## src/rtl/irq_controller_if.sv

```systemverilog
// Register bus and CPU interrupt handshake
// bundled for the interrupt controller.
interface irq_controller_if #(
  parameter int N_SRC = 4
);
  logic             MemWrite;
  logic [1:0]       address;
  logic [31:0]      write_data;
  logic [31:0]      read_data;
  logic [N_SRC-1:0] irq_in;
  logic             irq_req;
  logic [2:0]       irq_id;
  logic             irq_ack;

  modport master (
    output MemWrite, address, write_data,
    output irq_in, irq_ack,
    input  read_data, irq_req, irq_id
  );

  modport slave (
    input  MemWrite, address, write_data,
    input  irq_in, irq_ack,
    output read_data, irq_req, irq_id
  );
endinterface

```

## src/rtl/irq_controller.sv

```systemverilog
// Edge-latched, masked, fixed-priority interrupt
// controller with a single in-service slot and EOI.
module irq_controller #(
  parameter int N_SRC = 4
) (
  input logic              clk,
  input logic              reset,
  irq_controller_if.slave  bus
);
  localparam logic [1:0] IDLE = 2'd0;
  localparam logic [1:0] REQ  = 2'd1;
  localparam logic [1:0] SVC  = 2'd2;

  logic [1:0]       state;
  logic [N_SRC-1:0] pending;
  logic [N_SRC-1:0] mask;
  logic [N_SRC-1:0] prev;
  logic             gen;
  logic             in_svc;
  logic [2:0]       svc_id;
  logic [2:0]       id_q;

  logic [N_SRC-1:0] rise;
  logic [N_SRC-1:0] active;
  logic [N_SRC-1:0] id_oh;
  logic [N_SRC-1:0] clr;
  logic [2:0]       sel;
  logic             wr_pend;
  logic             wr_mask;
  logic             wr_ctrl;
  logic             eoi;
  logic             ack;
  logic             hold;
  logic             any_act;
  logic             unused_wd;

  assign rise    = bus.irq_in & ~prev;
  assign active  = pending & mask;
  assign any_act = |active;
  assign wr_pend = bus.MemWrite
                 && bus.address == 2'd0;
  assign wr_mask = bus.MemWrite
                 && bus.address == 2'd1;
  assign wr_ctrl = bus.MemWrite
                 && bus.address == 2'd2;
  assign eoi     = wr_ctrl
                 && bus.write_data[31];
  assign ack     = state == REQ
                 && bus.irq_ack;
  assign unused_wd = ^bus.write_data;

  always_comb begin
    sel = '0;
    for (int i = N_SRC - 1; i >= 0; i--)
      if (active[i]) sel = 3'(i);
  end

  always_comb begin
    id_oh = '0;
    for (int i = 0; i < N_SRC; i++)
      id_oh[i] = (id_q == 3'(i));
  end

  // Software W1C and ack clear combine; a new edge wins.
  assign clr =
    ({N_SRC{wr_pend}}
      & bus.write_data[N_SRC-1:0])
    | ({N_SRC{ack}} & id_oh);

  assign hold = gen && |(id_oh & active);

  always_ff @(posedge clk) begin
    if (reset) begin
      state   <= IDLE;
      pending <= '0;
      mask    <= '0;
      prev    <= '0;
      gen     <= 1'b0;
      in_svc  <= 1'b0;
      svc_id  <= '0;
      id_q    <= '0;
    end else begin
      prev    <= bus.irq_in;
      pending <= (pending & ~clr) | rise;
      if (wr_mask)
        mask <= bus.write_data[N_SRC-1:0];
      if (wr_ctrl)
        gen <= bus.write_data[0];
      unique case (state)
        IDLE: begin
          if (gen && any_act) begin
            state <= REQ;
            id_q  <= sel;
          end
        end
        REQ: begin
          if (ack) begin
            state  <= SVC;
            in_svc <= 1'b1;
            svc_id <= id_q;
          end else if (!hold) begin
            state <= IDLE;
          end
        end
        SVC: begin
          if (eoi) begin
            state  <= IDLE;
            in_svc <= 1'b0;
          end
        end
        default: state <= IDLE;
      endcase
    end
  end

  assign bus.irq_req = state == REQ;
  assign bus.irq_id  = id_q;

  always_comb begin
    bus.read_data = '0;
    unique case (bus.address)
      2'd0: bus.read_data = 32'(pending);
      2'd1: bus.read_data = 32'(mask);
      2'd2: bus.read_data =
        {25'b0, svc_id, 2'b0, in_svc, gen};
      2'd3: bus.read_data =
        {23'b0, any_act, 1'b0, id_q,
         3'b0, bus.irq_req};
      default: bus.read_data = '0;
    endcase
  end
endmodule

```

## src/flat_wrapper.sv

```systemverilog
// flat-port wrapper written by rule: the top's interface ports become plain ports
module irq_controller_flat 
#(
  parameter int N_SRC = 4
)
  (clk, reset, bus_MemWrite, bus_address, bus_write_data, bus_irq_in, bus_irq_ack, bus_read_data, bus_irq_req, bus_irq_id);
  irq_controller_if #(.N_SRC(N_SRC)) bus_i ();
  input logic clk;
  input logic reset;
  input wire logic [$bits(bus_i.MemWrite)-1:0] bus_MemWrite;
  input wire logic [$bits(bus_i.address)-1:0] bus_address;
  input wire logic [$bits(bus_i.write_data)-1:0] bus_write_data;
  input wire logic [$bits(bus_i.irq_in)-1:0] bus_irq_in;
  input wire logic [$bits(bus_i.irq_ack)-1:0] bus_irq_ack;
  output wire logic [$bits(bus_i.read_data)-1:0] bus_read_data;
  output wire logic [$bits(bus_i.irq_req)-1:0] bus_irq_req;
  output wire logic [$bits(bus_i.irq_id)-1:0] bus_irq_id;
  assign bus_i.MemWrite = bus_MemWrite;
  assign bus_i.address = bus_address;
  assign bus_i.write_data = bus_write_data;
  assign bus_i.irq_in = bus_irq_in;
  assign bus_i.irq_ack = bus_irq_ack;
  assign bus_read_data = bus_i.read_data;
  assign bus_irq_req = bus_i.irq_req;
  assign bus_irq_id = bus_i.irq_id;
  irq_controller #(.N_SRC(N_SRC)) u_core (.clk(clk), .reset(reset), .bus(bus_i));
endmodule
```

## config.mk

```make
export PLATFORM = sky130hd
export DESIGN_NAME = irq_controller_flat
export DESIGN_NICKNAME = d
export VERILOG_FILES = /design/src/rtl/irq_controller_if.sv /design/src/rtl/irq_controller.sv /design/src/flat_wrapper.sv
export SDC_FILE = /design/constraint.sdc
export NUM_CORES = 1
export LEC_CHECK = 0
export CAP_MARGIN = 20
export CORE_MARGIN = 2
export CORE_UTILIZATION = 38
export CTS_CLUSTER_DIAMETER = 120
export DETAILED_ROUTE_END_ITERATION = 8
export PLACE_DENSITY_LB_ADDON = 0.2
export SLEW_MARGIN = 40
export SYNTH_ARGS = -nofsm -noshare
export SYNTH_HDL_FRONTEND = slang
export SYNTH_SLANG_ARGS = --single-unit
```

## constraint.sdc

```tcl
create_clock -name clk -period 2.28 [get_ports clk]
set_input_delay 0.456 -clock clk [delete_from_list [all_inputs] [get_ports clk]]
set_output_delay 0.456 -clock clk [all_outputs]
set_load 0.005 [all_outputs]
```

== Yosys cells after proc, flatten, opt, wreduce, memory -nomap -nowiden ==
Index checks and enable logic that the tools add are counted.

* Bits in read-only memories: 0
* Latch bits: 0
* Register bits after elaboration: 22
* Output and inout bits: 36
* Memories: 0
* RAM bits: 0

* Add/sub/neg operators: 0
* Multiplexer cells: 13
* $mul: 0
* Shift operators: 0
* Bitwise gates (word level): 10
* Equality and inequality tests: 12
* Reduce and logical (&&, ||, !) cells: 17
* Divide/modulo/power cells: 0
* $lt $le $gt $ge: 0

{| class="wikitable"
|+ Operator list
! kind !! count
|-
| one-hot mux 32 bit (4 select lines) || 1
|-
| AND 4 bit || 6
|-
| two-way mux 2 bit || 8
|-
| inverter 4 bit || 2
|-
| OR 4 bit || 2
|-
| OR reduction 4 bit || 2
|-
| logical AND 1 bit || 7
|-
| == test 2 bit (second input constant) || 3
|-
| == test 3 x 2 -> 1 bit (second input constant) || 2
|-
| != test 2 x 1 -> 1 bit (second input constant) || 3
|-
| one-hot mux 2 bit (3 select lines) || 1
|-
| AND reduction 3 bit || 2
|-
| == test 2 x 1 -> 1 bit (second input constant) || 2
|-
| logical NOT 2 bit || 2
|-
| AND reduction 2 bit || 2
|-
| == test 3 x 1 -> 1 bit (second input constant) || 1
|-
| logical NOT 3 bit || 1
|-
| != test 3 x 2 -> 1 bit (second input constant) || 1
|-
| two-way mux 1 bit || 2
|-
| one-hot mux 1 bit (2 select lines) || 1
|-
| nonzero test 2 bit || 1
|}

== Depth between registers and ports, before layout ==
Gate-level depths: netlist (run 1).

* Depth after elaboration: 7
* Gate-level depth with buffers: 6
* Gate-level depth less buffers: 6

== Least setup slack after synthesis (run 1) ==
OpenSTA, ideal clock, no wires.

* Path type: reg2reg
* Start point: reg u_core.state[1]
* End point: reg u_core.state[1]
* Stages on the path, launching flop included: 7
* Arrival: 1.592 ns
* Setup slack: 0.566 ns
* Required time: 2.159 ns
* Library setup time: 0.121 ns
* Cells stage by stage: dfxtp_1 > inv_1 > ha_1 > nand2b_4 > a2111oi_2 > a2111oi_4 > mux2_4

* Word-level cells in the longest chain between the ends: 4
* Elaborated cells on any way between the ends: 10

{| class="wikitable"
|+ RTL lines
! item !! line !! source
|-
| from (decl) || irq_controller.sv:14 || <nowiki>logic [1:0] state;</nowiki>
|-
| from (signal assigned) || irq_controller.sv:74 || <nowiki>state <= IDLE;</nowiki>
|-
| from (signal assigned) || irq_controller.sv:92 || <nowiki>state <= REQ;</nowiki>
|-
| from (signal assigned) || irq_controller.sv:98 || <nowiki>state <= SVC;</nowiki>
|-
| == test 2 x 1 -> 1 bit * || - ||
|-
| named net bus_irq_req || flat_wrapper.sv:16 || <nowiki>output wire logic [$bits(bus_i.irq_req)-1:0] bus_irq_req;</nowiki>
|-
| logical AND 1 bit || irq_controller.sv:49 || <nowiki>&& bus.irq_ack;</nowiki>
|-
| != test 3 x 2 -> 1 bit (no line) / two-way mux 2 bit (equally long branches) || - ||
|-
| AND reduction 3 bit (no line) / one-hot mux 2 bit (3 select lines) (equally long branches) || - ||
|}

Mark *: on every way through the listed nets, which the timed path passes. The rest lies on a longest branch.
A chain may end at the register's enable or synchronous reset.

== Worst setup path after layout (run 1) ==
* Start point: reg u_core.pending[0]
* End point: out bus_read_data[8]

* Word-level cells in the longest chain between the ends: 3

{| class="wikitable"
|+ RTL lines
! item !! line !! source
|-
| from (decl) || irq_controller.sv:15 || <nowiki>logic [N_SRC-1:0] pending;</nowiki>
|-
| from (signal assigned) || irq_controller.sv:84 || <nowiki>pending <= (pending & ~clr) | rise;</nowiki>
|-
| AND 4 bit || irq_controller.sv:38 || <nowiki>assign active = pending & mask;</nowiki>
|-
| OR reduction 4 bit || irq_controller.sv:39 || <nowiki>assign any_act = |active;</nowiki>
|-
| one-hot mux 32 bit (4 select lines) || irq_controller.sv:121 || <nowiki>unique case (bus.address)</nowiki>
|-
| to (decl) || flat_wrapper.sv:15 || <nowiki>output wire logic [$bits(bus_i.read_data)-1:0] bus_read_data;</nowiki>
|}

Every way passes these cells. The select of a mux whose other input is x is not followed.

==> impl_metrics.toml, run 1 <==
[floorplan]
fp.dieH_um = 63.2
core_area_sq_mm = 0.00336
fp.dieW_um = 63.2
dieArea_sq_mm = 0.00399
rows = 21
start_util_pct = 39.6
io_pins = 78

[synthesis]
synth-xor-area-share_pct = 0
synth_top_family_by_area = "buffers and inverters"
synth-compound-area-share_pct = 17.6
synthDistinctLibCells = 37
synth_area_sq_mm = 0.00133
yosys.area_share.simple_pct = 18.3
ys_seq_area_share_pct = 30.1
synthMuxAreaShare_pct = 11.4
yosys_warnings = 0
synthAdderAreaFrac_pct = 2.82
synth_cells = 145
synth-seq-cells = 20
avgSynthCellArea_sq_um = 9.18

[clock_network]
clk-insertion-delay-late_ns = 0.29
holdBufCountCts = 0
post_cts_buffers = 0
cts-root-buf = "clkbuf_4"
clkSinkCount = 20
clk_path_buf_depth = 2
cts_buffers = 3
cts_tree = "built"
clk_pin_slew_worst_paths_ns = 0.12
h-tree-depth = 1

[power_and_ir_drop]
p_leak_nw = 0.674
switchingPower_mw = 0.179
comb_power_share_pct = 13.9
clkPwrFrac_pct = 37.2
p_sw_share_pct = 23.0
internal-power_mw = 0.599
peakVddDrop_v = 0.000204
power_density_mw_per_mm2 = 482
p_seq_share_pct = 48.9

[setup_path]
cpMaxStageDelayCell = "clkdlybuf4s50_1"
start_kind = "flip-flop"
regToRegSetupSlack_ns = 0.42
r2r-end = "u_core.state[1]"
crit_chain = "a22o_1 > nor2_4 > nor2_1 > clkdlybuf4s50_1"
critPathCaptureType = "output port"
cpPeakStageDelay_ns = 0.51
path_max_fanout = 5
rr_startpoint = "u_core.state[0]"
cp.required_ns = 1.82
worstSetupPathType = "flip-flop to output port"
reg2reg_depth = 5
worst_ep_arrival_time_ns = 1.71

[finish]
area_growth_pct = 21.2
nFillCells = 340
finish.net_count = 220
antennaDiodeCount = 0
drive_above_1_share_pct = 11.5
register_area_sq_um = 400
multi_input_area_sq_um = 772
fin_util_pct = 48.0

[sta]
setup_tns_ns = 0
finalSetupViolations = 0
hold_viol = 0
period_needed_ns = 2.17
fin_skew_ns = 0.00283
rsz0062_at_grt = "no"
clock.fmax_mhz = 461
finalCritPeriodShare_pct = 95.2
slew_violations = 0
finalWorstSetupSlack_ns = 0.110

[route]
drtIter0Drc = 26
num_vias = 1045
drt-pass1-iter-count = 4
drc = 0
wl_um = 2780
viasPerCell = 4.75
ant_nets = 0
wl_per_cell_um = 12.6

[global_routing]
antenna_found_initial = 0
grt_max_degree = 13
first_global_vias = 964
gr-total-overflow = 0
grt_pass1_wl_um = 4370
track_usage_pct = 13.5

[place]
io_buffers = 24
place_congestion = 0.840
hpwl_um = 2180
dp_slack_ns = -0.169

[hold_path]
min-delay-path-class = "flip-flop to flip-flop"
worstHoldStart = "u_core.svc_id[1]"
min_path_cells = 2
holdPathEnd = "u_core.svc_id[1]"

[outcome]
outcome = "finished clean"

[job]
maxCapViolCount = 0
## logic make-up after synthesis
family	count (synthesis)
DFF	20
muxes	13
adders and majority gates	3
AOI/OAI and AO/OA	25
and+or+nand+nor	42
buffers and inverters	41
other	1
## power by group through the flow
stage	registers (mW)	clock network, mW	logic (mW)
after CTS	0.380	0.297	0.108
after global routing	0.382	0.315	0.119
after detailed placement	0.388	0	0.106
final	0.380	0.289	0.108
after global placement	0.387	0	0.105
after floorplan	0.383	0	0.0902
## how the worst max path moves through the flow
stage | startpoint | cells after the start | slack, ns | end
2_1_floorplan | u_core.state[1] | 6 | 0.57 | u_core.state[1]
3_3_place_gp | bus_address[0] | 3 | -0.15 | bus_read_data[0]
3_5_place_dp | bus_address[0] | 6 | -0.17 | u_core.state[1]
4_1_cts | bus_address[1] | 4 | 0.003 | bus_read_data[3]
5_1_grt | u_core.mask[0] | 4 | 0.02 | bus_read_data[8]
6_report | u_core.pending[0] | 4 | 0.11 | bus_read_data[8]
## repair_timing
item	CTS	global route
setup endpoints to repair	7	4
endpoints found under the hold margin	0	0
resized for setup	4	2
cloned	1	0
## layout make-up
cell class | instances | share of cell area, %
Clock buffer | 3 | 1.40
Clock inverter | 1 | 1.86
Inverter | 10 | 2.33
Multi-Input combinational cell | 109 | 47.8
Sequential cell | 20 | 24.8
Tap cell | 46 | 3.57
Timing Repair Buffer | 31 | 18.2
## flip-flops by register name (all words and copies together) (netlist names)
name	flops
u_core.prev	4
u_core.state	2
u_core.in_svc	1
u_core.bus.irq_id	2
u_core.pending	4
u_core.mask	4
u_core.gen	1
u_core.svc_id	2
## per-stage QoR
step | hold WS [ns] | instances | area (sq um) | power [mW]
after floorplan | 0.436 | 170 | 1430 | 0.473
after CTS | 0.473 | 220 | 1610 | 0.785
after detailed placement | 0.455 | 215 | 1550 | 0.494
after global routing | 0.501 | 220 | 1610 | 0.817
final | 0.471 | 220 | 1610 | 0.777
after global placement | 0.444 | 215 | 1550 | 0.492
## cell usage in the layout, fill, tap and decap left out, types with 2 or more instances in the layout
cell,instances
buf_4,5
a21oi_1,6
clkbuf_4,3
clkdlybuf4s50_1,21
conb_1,26
nand3_1,5
nor2b_1,6
dfxtp_1,20
a22o_1,2
nand2_1,6
ha_1,3
inv_1,9
nand2b_1,2
dlygate4sd2_1,2
a32o_1,4
nor2_1,12
o21ai_0,3
nand3b_1,5
a2111oi_4,2
mux2i_1,11
## cells in the mapped netlist, drive strengths merged
cell type	n	area (sq um)
a2111o	1	11.3
a2111oi	3	70.1
a21oi	6	30.0
a221o	1	10.0
a22o	2	17.5
a22oi	1	7.51
a2bb2oi	1	8.76
a311oi	1	8.76
a31oi	1	6.26
a32o	4	40.0
a32oi	1	8.76
buf	29	215
clkbuf	2	7.51
conb	1	3.75
dfxtp	20	400
ha	3	37.5
inv	10	37.5
mux2	1	15.0
mux2i	11	110
mux4	1	26.3
nand2	6	22.5
nand2b	3	26.3
nand3	5	25.0
nand3b	6	57.6
nor2	13	48.8
nor2b	7	51.3
nor3	1	5.00
nor3b	1	7.51
o21ai	3	15.0
## worst max-delay path: cells and delay by family (launching register included)
family	cells	cell delay, ns
AND/OR/NAND/NOR	2	0.19
AO/OA/AOI/OAI	1	0.25
buffers and inverters	1	0.51
flip-flops	1	0.49
## per-layer routing
layer / track usage [%] / vias up / share of wire (%)
li1: - / 512 / -
met1: 17.7 / 496 / 44
met2: 24.1 / 35 / 50
met3: 0.536 / 2 / 4.4
met4: 4.08 / 0 / 0.90
met5: 0 / - / 0
Power figures use the tool's default switching activity.
==> run 2, diff against run 1 <==
- clock period: 2.28 -> 2 ns (I/O delays scaled with it)
==> impl_metrics.toml, run 2 (same netlist as run 1, synthesis figures left out) <==
[power_and_ir_drop]
power_mw = 0.902
peakVddDrop_v = 0.000220
p_leak_nw = 0.796
power_density_mw_per_mm2 = 513

[clock_network]
cts_buffers = 3
clk-insertion-delay-late_ns = 0.31
cts-root-buf = "clkbuf_4"
clk_pin_slew_worst_paths_ns = 0.12
holdBufCountCts = 0
cts_tree = "built"
h-tree-depth = 1
clkSinkCount = 20
clk_path_buf_depth = 2

[finish]
finish.net_count = 232
nFillCells = 329
final_common_cell = "conb_1"
final_cell_mix = "conb_1 (26), clkdlybuf4s50_1 (17), buf_4 (17)"
register_area_sq_um = 432
area_growth_pct = 32.0
fin_util_pct = 52.2
drive_above_1_share_pct = 23.7
reg_top3 = "u_core.mask x4, u_core.pending x4, u_core.prev x4"
antennaDiodeCount = 0
multi_input_area_sq_um = 779
final_area_sq_mm = 0.00176

[floorplan]
rows = 21
start_util_pct = 39.6
fp.dieH_um = 63.2
fp.dieW_um = 63.2
io_pins = 78
core_area_sq_mm = 0.00336
dieArea_sq_mm = 0.00399

[setup_path]
path_max_fanout = 4
cp.required_ns = 1.60
cpMaxStageDelayCell = "clkdlybuf4s50_1"
rr_startpoint = "u_core.state[1]"
crit_path_start = "u_core.state[0]"
r2r-end = "u_core.state[1]"
start_kind = "flip-flop"
regToRegSetupSlack_ns = 0.10
worstSetupPathType = "flip-flop to output port"
worst_ep_arrival_time_ns = 1.56
cpPeakStageDelay_ns = 0.50
worstSetupEndpoint = "bus_irq_req"
crit_chain = "ha_4 > buf_4 > clkdlybuf4s50_1"
critPathCaptureType = "output port"
reg2reg_depth = 7

[sta]
rsz0062_at_grt = "no"
slew_violations = 0
finalWorstSetupSlack_ns = 0.0407
setup_tns_ns = 0
clock.fmax_mhz = 510
fin_skew_ns = 0.00859
period_needed_ns = 1.96
finalSetupViolations = 0
hold_viol = 0
finalCritPeriodShare_pct = 98.0

[route]
viasPerCell = 4.81
wl_per_cell_um = 13.5
drtIter0Drc = 89
drc = 0
ant_nets = 0
num_vias = 1116
wl_um = 3140
drt-pass1-iter-count = 4

[place]
hpwl_um = 2350
place_area_sq_mm = 0.00162
io_buffers = 24
dp_slack_ns = -0.349
place_congestion = 0.814

[global_routing]
antenna_found_initial = 0
grt_pass1_wl_um = 4970
first_global_vias = 1073
track_usage_pct = 15.8
gr-total-overflow = 0
grt_max_degree = 13

[job]
maxCapViolCount = 0

[hold_path]
min-delay-path-class = "flip-flop to flip-flop"
worstHoldStart = "u_core.svc_id[1]"

[outcome]
outcome = "finished clean"
[run 2: cell types whose count changed in the layout (fill, tap and decap cells not counted), sizes merged]
cell	change
clkdlybuf4s50	-4
clkbuf	+1
buf	+12
dlymetal6s2s	+2
dlygate4sd2	+1
[run 2: report_power, final]
part	internal, mW	total (mW)	switching (mW)	leakage (nW)
logic	0.0732	0.134	0.0613	0.598
registers	0.412	0.431	0.0191	0.170
clock network	0.203	0.337	0.134	0.0279
total	0.687	0.902	0.215	0.796
[run 2: worst min path at each step]
| stage | end | slack (ns) | cells past startpoint |
|---|---|---|---|
| final | u_core.svc_id[1] | 0.47 | 2 |
| after global routing | u_core.svc_id[0] | 0.49 | 2 |
| after CTS | u_core.svc_id[1] | 0.47 | 2 |
| after detailed placement | u_core.svc_id[1] | 0.45 | 2 |
| after global placement | u_core.svc_id[1] | 0.45 | 2 |
| after floorplan | u_core.svc_id[0] | 0.44 | 2 |
[run 2: worst max-delay path, delay by kind of cell, from the launching register on]
family | cells | cell delay, ns
buffers and inverters | 2 | 0.63
flip-flops | 1 | 0.44
adder cells (fa/ha/maj) | 1 | 0.18
[run 2: routing by layer]
metal	vias up	GRT usage, %	wire, um
li1	537	-	-
met1	530	19.1	1310
met2	43	29.0	1640
met3	6	1.61	160
met4	0	5.71	33
met5	-	0	0
[run 2: layout make-up]
class	count	area share (%)
Timing Repair Buffer	43	22.6
Clock inverter	1	1.71
Inverter	10	2.14
Sequential cell	20	24.6
Clock buffer	3	1.28
Multi-Input combinational cell	109	44.4
Tap cell	46	3.28
[run 2: repair_timing]
action                                 CTS  global route
setup endpoints to repair               10             4
endpoints found under the hold margin    0             0
setup buffers                            1             4
pin swaps                                0             2
gates resized for setup                 18            13
[run 2: through the flow]
stage / std cells / hold WS [ns]
floorplan: 170 / 0.436
global placement: 223 / 0.448
detailed placement: 223 / 0.454
CTS: 228 / 0.472
global route: 232 / 0.490
finish: 232 / 0.469
==> run 3, diff against run 2 <==
==> constraint.sdc (replaced) <==
create_clock -name clk -period 2 [get_ports clk]
set_input_delay 0.3 -clock clk [delete_from_list [all_inputs] [get_ports clk]]
set_output_delay 0.3 -clock clk [all_outputs]
set_load 0.005 [all_outputs]
==> impl_metrics.toml, run 3 (same netlist as run 1, synthesis figures left out) <==
[outcome]
outcome = "finished clean"

[route]
ant_nets = 0
num_vias = 1059
drt-pass1-iter-count = 4
wl_um = 2800
viasPerCell = 4.71
wl_per_cell_um = 12.5
drtIter0Drc = 24
drc = 0

[clock_network]
cts_tree = "built"
h-tree-depth = 1
cts-root-buf = "clkbuf_4"
clk-insertion-delay-late_ns = 0.30
clkSinkCount = 20
clk_pin_slew_worst_paths_ns = 0.11
cts_buffers = 3
clk_path_buf_depth = 2
post_cts_buffers = 0

[place]
hpwl_um = 2250
dpl.cell_count = 221
io_buffers = 24
place_congestion = 0.785

[finish]
final_common_cell = "conb_1"
nFillCells = 344
instances_no_fill = 225
final_cell_mix = "conb_1 (26), clkdlybuf4s50_1 (22), nor2_1 (12)"
drive_above_1_share_pct = 21.2
area_growth_pct = 26.3
register_area_sq_um = 414
finish.net_count = 225
reg_top3 = "u_core.mask x4, u_core.pending x4, u_core.prev x4"
multi_input_area_sq_um = 785
antennaDiodeCount = 0

[setup_path]
worstSetupPathType = "input pin to output port"
cp.required_ns = 1.70
cpPeakStageDelay_ns = 0.52
worst_ep_arrival_time_ns = 1.64
regToRegSetupSlack_ns = 0.13
path_common_cell = "clkdlybuf4s50_1"
cp_num_buf_inv = 3
start_kind = "input pin"
crit_chain = "clkdlybuf4s50_1 > buf_6 > nand3b_1 > o21ai_1 > clkdlybuf4s50_1"
cpMaxStageDelayCell = "clkdlybuf4s50_1"
path_max_fanout = 8
critical_path.top_delay_family = "buffers and inverters"
critPathCaptureType = "output port"

[global_routing]
antenna_found_initial = 0
gr-total-overflow = 0
first_global_vias = 1004
grt_max_degree = 13
grt_pass1_wl_um = 4680
track_usage_pct = 14.8

[floorplan]
fp.dieH_um = 63.2
rows = 21
start_util_pct = 39.6
io_pins = 78
fp.dieW_um = 63.2
dieArea_sq_mm = 0.00399
core_area_sq_mm = 0.00336

[power_and_ir_drop]
power_mw = 0.895
power_density_mw_per_mm2 = 532
p_leak_nw = 0.697
peakVddDrop_v = 0.000256

[sta]
timing.hold.ws_ns = 0.460
finalSetupViolations = 0
setup_tns_ns = 0
clock.fmax_mhz = 516
hold_viol = 0
finalCritPeriodShare_pct = 96.9
slew_violations = 0
rsz0062_at_grt = "no"
fin_skew_ns = 0.00309
period_needed_ns = 1.94

[job]
maxCapViolCount = 0

[hold_path]
min-delay-path-class = "flip-flop to flip-flop"
==> run 3: changes by cell type in the layout (fill, tap and decap cells not counted), moves of 2 or more <==
cell,before,now
dfxtp_1,11,9
clkdlybuf4s50_1,17,22
dlymetal6s2s_1,3,0
buf_4,17,10
dfxtp_4,8,0
dfxtp_2,1,11
==> run 3: final timing paths <==
path,start,to,depth (start not counted)
setup / recovery,bus_address[1],bus_read_data[1],5
hold / removal,u_core.svc_id[0],u_core.svc_id[0],2
setup reg to reg,u_core.state[0],u_core.state[1],6
hold reg to reg,u_core.svc_id[0],u_core.svc_id[0],2
==> run 3: layer usage <==
metal  vias up  GRT usage, %  wire, um
met2        40          26.1      1430
met1       493          18.1      1190
met3         6          1.61       124
li1        520             -         -
met4         0          6.52        59
met5         -             0         0
==> run 3: area by class of cell <==
| class | instances | area share [%] |
|---|---|---|
| clock buffers | 3 | 1.34 |
| clock inverters | 1 | 1.79 |
| inverters | 10 | 2.23 |
| multi-input cells | 109 | 46.7 |
| flip-flops and latches | 20 | 24.6 |
| well taps | 46 | 3.42 |
| repair buffers | 36 | 19.9 |
==> run 3: tightest hold or removal path, delay by kind of cell (launching register included) <==
family / cells / cell delay, ns
AO/OA/AOI/OAI: 1 / 0.05
flip-flops: 1 / 0.33
AND/OR/NAND/NOR: 1 / 0.05
==> run 3: report_power, final <==
group | leakage [nW] | total (mW) | switching [mW] | internal (mW)
clock | 0.0279 | 0.329 | 0.126 | 0.203
combinational | 0.501 | 0.130 | 0.0581 | 0.0716
sequential | 0.168 | 0.436 | 0.0198 | 0.417
==> run 3: repair_timing <==
action | 4_1_cts | 5_1_grt
hold buffers | 0 | 0
endpoints found under the setup margin | 7 | 5
gates resized for setup | 10 | 11
gates cloned | 0 | 0
==> run 3: per-stage QoR <==
stage / worst slack [ns] / utilization, % / instance area, sq um
global route: 0.00305 / 50.0 / 1680
finish: 0.0626 / 50.0 / 1680
floorplan: 0.286 / - / 1430
global placement: -0.164 / 47.3 / 1590
CTS: 0.00867 / 49.3 / 1660
detailed placement: -0.184 / 47.3 / 1590
